===== config.mk =====
export PLATFORM = sky130hd
export DESIGN_NAME = spi_master_write
export DESIGN_NICKNAME = d
export VERILOG_FILES = /design/src/rtl/spi_master_write.sv
export SDC_FILE = /design/constraint.sdc
export NUM_CORES = 1
export LEC_CHECK = 0
export BUFFER_PORTS_ARGS = -buffer_cell sky130_fd_sc_hd__buf_2
export CAP_MARGIN = 30
export CORE_UTILIZATION = 50
export CTS_CLUSTER_SIZE = 14
export DETAILED_ROUTE_END_ITERATION = 10
export GPL_TIMING_DRIVEN = 0
export PLACE_DENSITY = 0.71
export SLEW_MARGIN = 10
export SYNTH_ARGS = -nofsm -noshare
export SYNTH_HDL_FRONTEND = slang
export SYNTH_SLANG_ARGS = --single-unit

===== constraint.sdc =====
create_clock -name clk -period 1.9 [get_ports clk]
set_clock_uncertainty 0.1 [all_clocks]
set_input_delay 0.285 -clock clk [delete_from_list [all_inputs] [get_ports clk]]
set_output_delay 0.285 -clock clk [all_outputs]
set_load 0.05 [all_outputs]

===== src/rtl/spi_master_write.sv =====
// Write-only SPI initiator: one {addr,data} request becomes a CS/SCLK/SDATA frame plus commit pulses.
// Request-to-CS latency 1 cycle; REQ is only looked at while idle, so a busy link simply ignores it.
module spi_master_write #(
  parameter int DIV       = 2,
  parameter int POST_CLKS = 1
) (
  input  logic       clk,
  input  logic       rst_n,
  input  logic       req_i,
  input  logic [7:0] addr_i,
  input  logic [7:0] data_i,
  output logic       ack_o,
  output logic       busy_o,
  output logic       cs_o,
  output logic       sclk_o,
  output logic       sdata_o
);

  localparam int            CW          = $clog2(DIV + 1);
  localparam logic [CW-1:0] HALF_LAST   = CW'(DIV - 1);
  localparam logic [4:0]    DATA_PULSES = 5'd16;
  localparam logic [4:0]    ALL_PULSES  = 5'(16 + POST_CLKS);

  typedef enum logic [2:0] {
    S_IDLE,
    S_SHIFT,
    S_TAIL,
    S_HOLD,
    S_GAP
  } state_t;

  state_t        state_q;
  logic [CW-1:0] half_q, half_d;
  logic [4:0]    pulse_q, pulse_d;
  logic [15:0]   sr_q;
  logic          ack_q, busy_q, cs_q, sclk_q;
  logic          half_end;

  always_comb begin
    half_end = (half_q == HALF_LAST);
    half_d   = (state_q == S_IDLE || half_end) ? '0 : half_q + 1'b1;
    pulse_d  = pulse_q + 5'd1;
  end

  always_ff @(posedge clk or negedge rst_n) begin
    if (!rst_n) begin
      state_q <= S_IDLE;
      half_q  <= '0;
      pulse_q <= '0;
      sr_q    <= '0;
      ack_q   <= 1'b0;
      busy_q  <= 1'b0;
      cs_q    <= 1'b0;
      sclk_q  <= 1'b0;
    end else begin
      ack_q  <= 1'b0;
      half_q <= half_d;
      case (state_q)
        S_IDLE: begin
          if (req_i) begin
            state_q <= S_SHIFT;
            sr_q    <= {addr_i, data_i};
            pulse_q <= '0;
            ack_q   <= 1'b1;
            busy_q  <= 1'b1;
            cs_q    <= 1'b1;
          end
        end
        // The shifter drains to zero after 16 falls, so tail pulses carry SDATA=0 for free.
        S_SHIFT, S_TAIL: begin
          if (half_end) begin
            if (!sclk_q) begin
              sclk_q <= 1'b1;
            end else begin
              sclk_q  <= 1'b0;
              sr_q    <= {sr_q[14:0], 1'b0};
              pulse_q <= pulse_d;
              if (pulse_d == ALL_PULSES) begin
                state_q <= S_HOLD;
              end else if (pulse_d == DATA_PULSES) begin
                state_q <= S_TAIL;
              end
            end
          end
        end
        S_HOLD: begin
          if (half_end) begin
            cs_q    <= 1'b0;
            state_q <= S_GAP;
          end
        end
        S_GAP: begin
          if (half_end) begin
            busy_q  <= 1'b0;
            state_q <= S_IDLE;
          end
        end
        default: state_q <= S_IDLE;
      endcase
    end
  end

  assign ack_o   = ack_q;
  assign busy_o  = busy_q;
  assign cs_o    = cs_q;
  assign sclk_o  = sclk_q;
  assign sdata_o = sr_q[15];

endmodule


# [After elaboration in Yosys (flattened, before gate mapping)]
# Cells that the tools add are included.
[word_totals] regBits=30 latchBits=0 ramBits=0 mem_bits_ro=0 inputBits=19 out_inout_bits=5 elab_cells=58 memories=0
[classes] add_sub_neg=2 mul=0 div=0 magnitude_cmp=0 eq_ne=13 shift=0 n_mux=24 n_bitwise=0 reduce_logical=11
[ops] op="16-bit two-way mux" n=3
[ops] op="16-bit case mux with 2 select lines" n=1
[ops] op="3-bit two-way mux" n=7
[ops] op="5-bit two-way mux" n=3
[ops] op="3-bit case mux with 4 select lines" n=1
[ops] op="5-bit equality test, second input constant" n=2
[ops] op="2-bit inequality test, second input constant" n=5
[ops] op="5-bit case mux with 2 select lines" n=1
[ops] op="3-bit by 2-bit equality test with 1-bit output, second input constant" n=2
[ops] op="3-bit AND reduction" n=2
[ops] op="6-bit AND reduction" n=1
[ops] op="2-bit nonzero test" n=3
[ops] op="5-bit by 1-bit adder with 5-bit output, second input constant" n=1
[ops] op="1-bit two-way mux" n=5
[ops] op="1-bit case mux with 2 select lines" n=2
[ops] op="4-bit AND reduction" n=1
[ops] op="3-bit by 1-bit equality test with 1-bit output, second input constant" n=1
[ops] op="3-bit equality test, second input constant" n=1
[ops] op="3-bit zero test" n=1
[ops] op="3-bit inequality test, second input constant" n=1
[ops] op="2-bit by 1-bit adder with 2-bit output, second input constant" n=1
[ops] op="2-bit by 1-bit equality test with 1-bit output, second input constant" n=1
[ops] op="2-bit two-way mux" n=1
[ops] op="2-bit AND reduction" n=1
[ops] op="2 further kinds" n=2

# [Longest topological paths before layout]
# Gate-level depths: netlist of the first run.
[logic_depth] word_depth=7 ltp_mapped=9 depth_no_buf=7

# [Least setup slack after synthesis of the first run]
# Ideal clock, no wire load.
[synth_path] kind="register -> register" start="register pulse_q[0]" end="register state_q[0]" setup_time_ns=0.132 t_arrival_ns=1.550 t_required_ns=1.668 setup_slack_ns=0.118 path_stages_with_launch=7 n_path_buf=0 synth_period_minus_slack_ns=1.782 path_cell_list="dfrtp_1 > ha_1 > nor4b_1 > o21ai_0 > o311a_1 > o21ai_0 > o211ai_1"
[synth_via] elab_chain_cells=6 elab_cells_between_ends=9 cone_classes="1 x add/sub; 3 x eq/ne; 4 x mux; 1 x reduce/logical"
[synth_rtl] element="from (decl)" line="34" rtl="logic [4:0] pulse_q, pulse_d;"
[synth_rtl] element="from (signal assigned)" line="77" rtl="pulse_q <= pulse_d;"
[synth_rtl] element="5-bit by 1-bit adder with 5-bit output *" line="42" rtl="pulse_d = pulse_q + 5'd1;"
[synth_rtl] element="5-bit equality test" line="78" rtl="if (pulse_d == ALL_PULSES) begin"
[synth_rtl] element="3-bit two-way mux" line="78"
[synth_rtl] element="3-bit two-way mux" line="72" rtl="if (!sclk_q) begin"
[synth_rtl] element="3-bit two-way mux" line="71" rtl="if (half_end) begin"
[synth_rtl] element="3-bit case mux with 4 select lines" line="58" rtl="case (state_q)"
[synth_rtl] element="to (signal assigned)" line="61" rtl="state_q <= S_SHIFT;"
[synth_rtl] element="to (signal assigned)" line="79" rtl="state_q <= S_HOLD;"
[synth_rtl] element="to (signal assigned)" line="81" rtl="state_q <= S_TAIL;"
[synth_rtl] element="to (decl)" line="32" rtl="state_t state_q;"
# Every way passes the cells marked *; elsewhere a longest branch is shown, timed or not. The select of a mux whose other input is x is not followed.
# A chain may end at the register's enable or synchronous reset.

# [Final worst setup path of the first run]
[layout_path] start="register half_q[0]" end="register sr_q[15]"
[layout_via] elab_chain_cells=3
[layout_rtl] element="from (decl)" line="33" rtl="logic [CW-1:0] half_q, half_d;"
[layout_rtl] element="from (signal assigned)" line="57" rtl="half_q <= half_d;"
[layout_rtl] element="2-bit by 1-bit equality test with 1-bit output" line="40" rtl="half_end = (half_q == HALF_LAST);"
[layout_rtl] element="2-bit inequality test (no source line)"
[layout_rtl] element="4-bit AND reduction (no source line)"
[layout_rtl] element="to (signal assigned)" line="62" rtl="sr_q <= {addr_i, data_i};"
[layout_rtl] element="to (signal assigned)" line="76" rtl="sr_q <= {sr_q[14:0], 1'b0};"
[layout_rtl] element="to (decl)" line="35" rtl="logic [15:0] sr_q;"
# Every way passes these cells.

==> metrics.md, run 1 <==
| Metric | Value |
|---|---|
| Outcome | `finished, final reports clean` |
| Fin area | `0.00205 mm^2` |
| CP cell instances | `ha_1 > buf_6 > and2_4 > and3b_2 > o21ai_4 > buf_12 > buf_4 > nand2_1 > o21ai_1` |
| Total GRT Usage | `21.1%` |
| Ys Warns | `0` |
| Die Area | `0.00360 mm^2` |
| Worst Tran Pin Value | `0.656 ns` |
| Row count | `20` |
| Comb pwr share | `60.8%` |
| Die Span Y | `60.0 um` |
| Routed wire length per instance | `13.8 um` |
| Largest net degree at the start of global routing | `31` |
| Peak VDD IR | `1210 uV` |
| Final hold vios | `0` |
| Crit Path Max Fanout | `8` |
| Crit start category | `flip-flop` |
| FMAX | `0.542 GHz` |
| Starting density of the core | `53.7%` |
| Cell area after synthesis | `0.00168 mm^2` |
| Slowest CP cell | `dfrtp_1` |
| Clk buf depth | `2` |
| Tightest hold margin | `0.105 ns` |
| Number of antenna violations at the first check in global routing | `0` |
| Num ports | `24` |
| GP Congestion | `0.765` |
| Slew Limit Headroom | `56.3%` |
| Most frequent cells in the layout | `dfrtp_1, nand2_1, buf_2` |
| HP Class | `input port to flip-flop` |
| Worst setup EP type | `flip-flop` |
| Worst path max stage delay | `0.41 ns` |
| Avg Cell Area, Syn | `10.4 um^2` |
| Setup TNS | `0 ns` |
| Total grt overflow | `0` |
| Share of post-route cells with drive strength above 1 | `34.7%` |
| Max-Cap Viols | `0` |
| Sw Ratio | `41.7%` |
| Worst Setup Path Type | `flip-flop to flip-flop` |
| TritonCTS buffer count | `5` |
| Post-synthesis sequential element count | `30` |
| Die width | `60.0 um` |
| Placed Cells | `228` |
| Non-Filler Instances | `246` |
| Final Critical Period | `1.85 ns` |
| Synthesized instance count | `161` |
| Clk sink count | `30` |
| # DRC | `0` |
| Core Region | `0.00313 mm^2` |
| Static leakage | `0.000948 uW` |
| Internal Power | `2220 uW` |
| Worst path arrival time | `2.00 ns` |
| Clock transition at path regs | `0.11 ns` |
| Power Density | `1850 mW/mm^2` |
| Sequential share of power | `28.3%` |
| DR pass1 iterations | `4` |
| Most common cell after layout, fill and taps aside | `dfrtp_1` |
| Register area share after synthesis | `44.7%` |
| H-tree depth | `2` |
| Input/output buffers | `23` |
| DR vias | `1,314` |
| Final wirelength | `3.40 mm` |
| Final setup fails | `0` |
| Post-route ant nets | `0` |
| Via density | `5.34` |
| P&R area growth vs syn | `22.3%` |
| Initial DRC count | `56` |
| Clock power share | `10.9%` |
| Final HPWL DP | `2.28 mm` |
| CP required | `2.05 ns` |
| # diodes | `0` |
| Root buf cell | `clkbuf_4` |
| Skew-Pair Late Insertion Delay | `0.33 ns` |
| Distinct cells, synth | `39` |
| CTS tree | `built` |
| Placed Area | `0.00185 mm^2` |
| First-pass GRT wire length | `5.46 mm` |
| Number of global-route vias before repair | `1,227` |
| Final Total Pwr | `3810 uW` |
| Crit share post-route | `97.1%` |
| NetSw | `1590 uW` |
| Syn_nets | `184` |
| Max Slew Vio Count | `0` |
| Fin nets | `224` |
final timing paths:
check,start,endpoint,slack (ns),cells after the start
setup reg to reg,half_q[0],sr_q[15],0.05,9
max in group asynchronous,rst_n,pulse_q[1],0.82,2
hold / removal,data_i[0],sr_q[0],0.10,3
setup / recovery,half_q[0],sr_q[15],0.05,9
min in group asynchronous,rst_n,pulse_q[4],0.40,2
hold reg to reg,sr_q[7],sr_q[7],0.39,2
metrics by stage:
| stage | utilization (%) | setup WS (ns) |
|---|---|---|
| 2_1_floorplan | - | 0.118 |
| 3_3_place_gp | 59.2 | -0.0393 |
| 3_5_place_dp | 59.2 | -0.111 |
| 4_1_cts | 62.4 | 0.00127 |
| 5_1_grt | 65.7 | -0.0154 |
| 6_report | 65.7 | 0.0548 |
kinds of logic (layout without fill, tap and decap cells):
logic type | count (synthesis) | after routing | share of synthesized area [%]
xor gates and xnor gates | 4 | 4 | 3.20
adders and majority gates | 4 | 4 | 2.98
buffers and inverters | 13 | 54 | 7.59
DFF | 30 | 30 | 44.7
AOI/OAI and AO/OA | 41 | 41 | 16.1
and+or+nand+nor | 53 | 53 | 15.9
muxes | 16 | 16 | 9.53
state kept, by name (all words and copies together), names as in the netlist:
| register | cells |
|---|---|
| half_q | 2 |
| state_q | 3 |
| sr_q | 16 |
| pulse_q | 5 |
| busy_o | 1 |
| sclk_o | 1 |
| cs_o | 1 |
| ack_o | 1 |
critical path: cells and delay by family (launching register included):
kind	cells	cell delay [ns]
compound gates	2	0.22
fa+ha+maj	1	0.21
buf+inv	3	0.42
flops	1	0.41
simple gates	3	0.41
power by group through the flow:
stage	clock network [uW]	logic (uW)	registers [uW]
final	415	2310	1080
after global routing	451	2510	1100
after CTS	417	2080	1080
after detailed placement	0	2030	1090
after global placement	0	1980	1060
after floorplan	0	1570	1170
synth_stat cells:
library cell,number,area (um^2)
dfrtp_1,30,751
nand2_1,27,101
o21ai_0,17,85.1
mux2i_1,16,160
o21ai_2,7,61.3
nand3_1,6,30.0
a21oi_1,5,25.0
nor2_1,5,18.8
buf_6,4,45.0
ha_1,4,50.1
inv_1,4,15.0
nor3_1,3,15.0
o21ai_1,3,15.0
a211oi_1,2,15.0
buf_12,2,40.0
nor2b_1,2,12.5
xor2_1,2,17.5
a32o_1,1,10.0
and2_4,1,8.76
and3b_2,1,10.0
and4b_1,1,10.0
buf_2,1,5.00
buf_4,1,7.51
buf_8,1,15.0
nand2b_1,1,6.26
nand4bb_1,1,11.3
nor2_2,1,6.26
nor2_4,1,11.3
nor4b_1,1,8.76
o211ai_1,1,7.51
o21ai_4,1,16.3
o22a_1,1,8.76
o311a_1,1,10.0
o31a_1,1,8.76
o31ai_1,1,7.51
or2_2,1,6.26
or3b_4,1,11.3
xnor2_1,1,8.76
xnor2_4,1,27.5
metal layers:
metal	GRT usage (%)	up-vias	share of wire [%]
li1	-	650	-
met1	26.7	633	45
met2	34.1	27	50
met3	5.84	4	3.9
met4	7.97	0	1.3
met5	0	-	0
layout make-up:
| cell class | count | area [um^2] |
|---|---|---|
| Multi-Input combinational cell | 118 | 822 |
| Sequential cell | 30 | 753 |
| Inverter | 4 | 15.0 |
| Fill cell | 266 | 1070 |
| Clock inverter | 1 | 5.00 |
| Tap cell | 44 | 55.1 |
| Timing Repair Buffer | 33 | 226 |
| Buffer | 9 | 123 |
| Clock buffer | 7 | 55.1 |
what timing repair did:
item,4_1_cts,5_1_grt
setup buffers,3,3
hold buffers,1,0
pin swaps,1,2
gates cloned,0,3
resized for setup,2,19
hold endpoints to repair,30,0
endpoints found under the setup margin,11,23
Note: power is estimated with default switching activity, not from simulation.
==> run 2, diff against run 1 <==
ABC_AREA = 1   (was not set)
==> metrics.md, run 2 <==
| Metric | Value |
|---|---|
| GP Congestion | `0.834 (was 0.765)` |
| Largest net degree at the start of global routing | `31 (unchanged)` |
| Crit share post-route | `90.8% (was 97.1%)` |
| Max Slew Vio Count | `0 (unchanged)` |
| Worst path max stage delay | `0.45 ns (was 0.41 ns)` |
| EDFF count, synth | `0 (unchanged)` |
| Most flops, register | `sr_q (unchanged)` |
| CP required | `2.03 ns (was 2.05 ns)` |
| Placed Area | `0.00180 mm^2 (was 0.00185 mm^2)` |
| Avg Cell Area, Syn | `9.18 um^2 (was 10.4 um^2)` |
| Top post-synthesis cells by area | `dfrtp_1, nand2_1, o211ai_2 (was dfrtp_1, mux2i_1, nand2_1)` |
| Ys flop type | `dfrtp_1 (unchanged)` |
| Final wirelength | `3.29 mm (was 3.40 mm)` |
| Synth area leader | `dfrtp_1 (unchanged)` |
| WP buf/inv | `0 (was 3)` |
| Syn_nets | `200 (was 184)` |
| Die Area | `0.00348 mm^2 (was 0.00360 mm^2)` |
| Num ports | `24 (unchanged)` |
| Kind of cell adding the most delay to the critical path | `simple AND/OR/NAND/NOR gates (was buffers and inverters)` |
| Final setup fails | `0 (unchanged)` |
| Root buf cell | `clkbuf_4 (unchanged)` |
| Worst path arrival time | `1.85 ns (was 2.00 ns)` |
| Number of global-route vias before repair | `1,288 (was 1,227)` |
| Post-synthesis adder-cell area fraction | `3.08% (was 2.98%)` |
| Skew-Pair Late Insertion Delay | `0.33 ns (about the same)` |
| Worst Tran Pin Value | `0.671 ns (was 0.656 ns)` |
| Final Total Pwr | `3760 uW (was 3810 uW)` |
| Share of async-settable or async-resettable flops after synthesis | `100% (unchanged)` |
| Die Span Y | `59.0 um (was 60.0 um)` |
| Total GRT Usage | `22.5% (was 21.1%)` |
| Distinct cells, synth | `25 (was 39)` |
| Synth Area in Simple Gates | `18.6% (was 15.9%)` |
| Final Util | `61.2% (was 65.7%)` |
| Crit Path Max Fanout | `5 (was 8)` |
| Static leakage | `0.000931 uW (was 0.000948 uW)` |
| Clk buf depth | `2 (unchanged)` |
| Fin area | `0.00188 mm^2 (was 0.00205 mm^2)` |
| CTS tree | `built (unchanged)` |
| Largest family of logic cells by synthesized area | `compound AO/OA/AOI/OAI gates (unchanged)` |
| Synthesized instance count | `177 (was 161)` |
| Clk sink count | `30 (unchanged)` |
| Post-route ant nets | `0 (unchanged)` |
| Fillers | `288 (was 266)` |
| FMAX | `0.580 GHz (was 0.542 GHz)` |
| Row count | `20 (unchanged)` |
| Share of post-route cells with drive strength above 1 | `31.1% (was 34.7%)` |
| Reg2reg setup slack | `0.18 ns (was 0.05 ns)` |
| Max reg flops | `16 (unchanged)` |
| Max-Cap Viols | `0 (unchanged)` |
| Crit start category | `flip-flop (unchanged)` |
| Count leader, synth | `nand2_1 (was dfrtp_1)` |
| Commonest cells post-synth | `nand2_1, dfrtp_1, inv_1 (was dfrtp_1, nand2_1, o21ai_0)` |
| TritonCTS buffer count | `5 (unchanged)` |
| Core Region | `0.00308 mm^2 (was 0.00313 mm^2)` |
| P&R area growth vs syn | `15.9% (was 22.3%)` |
| H-tree depth | `2 (unchanged)` |
| Cell area after synthesis | `0.00163 mm^2 (was 0.00168 mm^2)` |
| Total grt overflow | `0 (unchanged)` |
| HP Class | `input port to flip-flop (unchanged)` |
| # DRC | `0 (unchanged)` |
| Post-synthesis sequential element count | `30 (unchanged)` |
| Final Critical Period | `1.72 ns (was 1.85 ns)` |
| Most common cell after layout, fill and taps aside | `nand2_1 (was dfrtp_1)` |
| RSZ-0062 raised after global routing | `no` |
| CP cell instances | `ha_1 > xor2_1 > nor2_1 > nand2_1 > nand3_1 > nand2_1 > nand2_1 > nand2_1 (was ha_1 > buf_6 > and2_4 > and3b_2 > o21ai_4 > buf_12 > buf_4 > nand2_1 > o21ai_1)` |
| Outcome | `finished, final reports clean (unchanged)` |
| Share of Yosys cell area claimed by the top area cell type | `46.2% (was 44.7%)` |
| Peak VDD IR | `932 uV (was 1210 uV)` |
| Ys Warns | `0 (unchanged)` |
| Final hold vios | `0 (unchanged)` |
| Die width | `59.0 um (was 60.0 um)` |
| Slew Limit Headroom | `55.3% (was 56.3%)` |
| Most frequent CP cell | `nand2_1` |
| Clock transition at path regs | `0.10 ns (was 0.11 ns)` |
| Synth Area in Compound Gates | `21.1% (was 16.1%)` |
| Input/output buffers | `23 (unchanged)` |
| Biggest regs | `sr_q: 16 flops, pulse_q: 5 flops, state_q: 3 flops (unchanged)` |
| Power Density | `1990 mW/mm^2 (was 1850 mW/mm^2)` |
| Worst setup EP type | `flip-flop (unchanged)` |
| Initial DRC count | `78 (was 56)` |
| DR pass1 iterations | `4 (unchanged)` |
| Routed wire length per instance | `13.0 um (was 13.8 um)` |
| Post-synthesis mux area share | `0% (was 9.53%)` |
| Final HPWL DP | `2.38 mm (was 2.28 mm)` |
| Area taken by multi-input logic gates | `713 um^2 (was 822 um^2)` |
| Register area share after synthesis | `46.2% (was 44.7%)` |
| Number of antenna violations at the first check in global routing | `0 (unchanged)` |
| FF+latch area | `751 um^2 (was 753 um^2)` |
| Fin nets | `231 (was 224)` |
| Starting density of the core | `52.8% (was 53.7%)` |
| XOR/XNOR share of the synthesized area | `1.08% (was 3.20%)` |
| # diodes | `0 (unchanged)` |
| DR vias | `1,268 (was 1,314)` |
| Via density | `5.01 (was 5.34)` |
| Worst Setup Path Type | `flip-flop to flip-flop (unchanged)` |
| Most frequent cells in the layout | `nand2_1, dfrtp_1, inv_1 (was dfrtp_1, nand2_1, buf_2)` |
| Setup TNS | `0 ns (unchanged)` |
| First-pass GRT wire length | `5.76 mm (was 5.46 mm)` |
| Slowest CP cell | `dfrtp_1 (unchanged)` |
[run 2: kinds of logic (layout without fill, tap and decap cells)]
group           count (synthesis)  after routing
compound gates                 43             43
buf+inv                        36             68
simple gates                   62             62
xor+xnor                        2              2
flops                          30             30
fa+ha+maj                       4              4
[run 2: final cells by class]
cell class                      instances  area share, %
Buffer                                  6           2.59
Clock buffer                            6           2.19
Clock inverter                          2           1.99
Inverter                               30           5.98
Multi-Input combinational cell        111           37.8
Sequential cell                        30           39.8
Tap cell                               44           2.92
Timing Repair Buffer                   24           6.64
[run 2: stage by stage]
step	setup WS, ns	hold WS (ns)	std cells
3_3_place_gp	0.281	0.252	244
2_1_floorplan	0.385	-0.111	177
4_1_cts	0.171	0.0976	253
5_1_grt	0.0243	0.113	253
3_5_place_dp	0.196	0.264	244
6_report	0.176	0.115	253
[run 2: worst min-delay path: cells and delay by family]
kind            cells  cell delay, ns
compound gates      2            0.14
buf+inv             1            0.09
[run 2: what timing repair did]
item / 4_1_cts / 5_1_grt
endpoints found under the hold margin: 30 / 0
resized for setup: 0 / 0
buffers inserted: 0 / 0
hold buffers: 1 / 0
[run 2: path summary, 6_finish.rpt]
check | start | to | cells after the start
worst max-delay path | pulse_q[0] | state_q[1] | 8
worst min-delay path | data_i[5] | sr_q[5] | 3
worst max register to register | pulse_q[0] | state_q[1] | 8
worst min register to register | half_q[0] | half_q[0] | 1
max in group asynchronous | rst_n | cs_o | 2
min in group asynchronous | rst_n | sclk_o | 2
[run 2: layer usage]
layer	GRT usage, %	vias to the layer above	share of wire (%)
met5	0	-	0
met4	7.82	0	0.85
met3	5.90	4	3.3
met2	36.7	24	50
met1	29.1	598	46
li1	-	642	-
[run 2: report_power, final]
part	total, uW	switching [uW]	internal, uW
logic	2200	1440	751
registers	1040	129	914
clock network	516	238	278
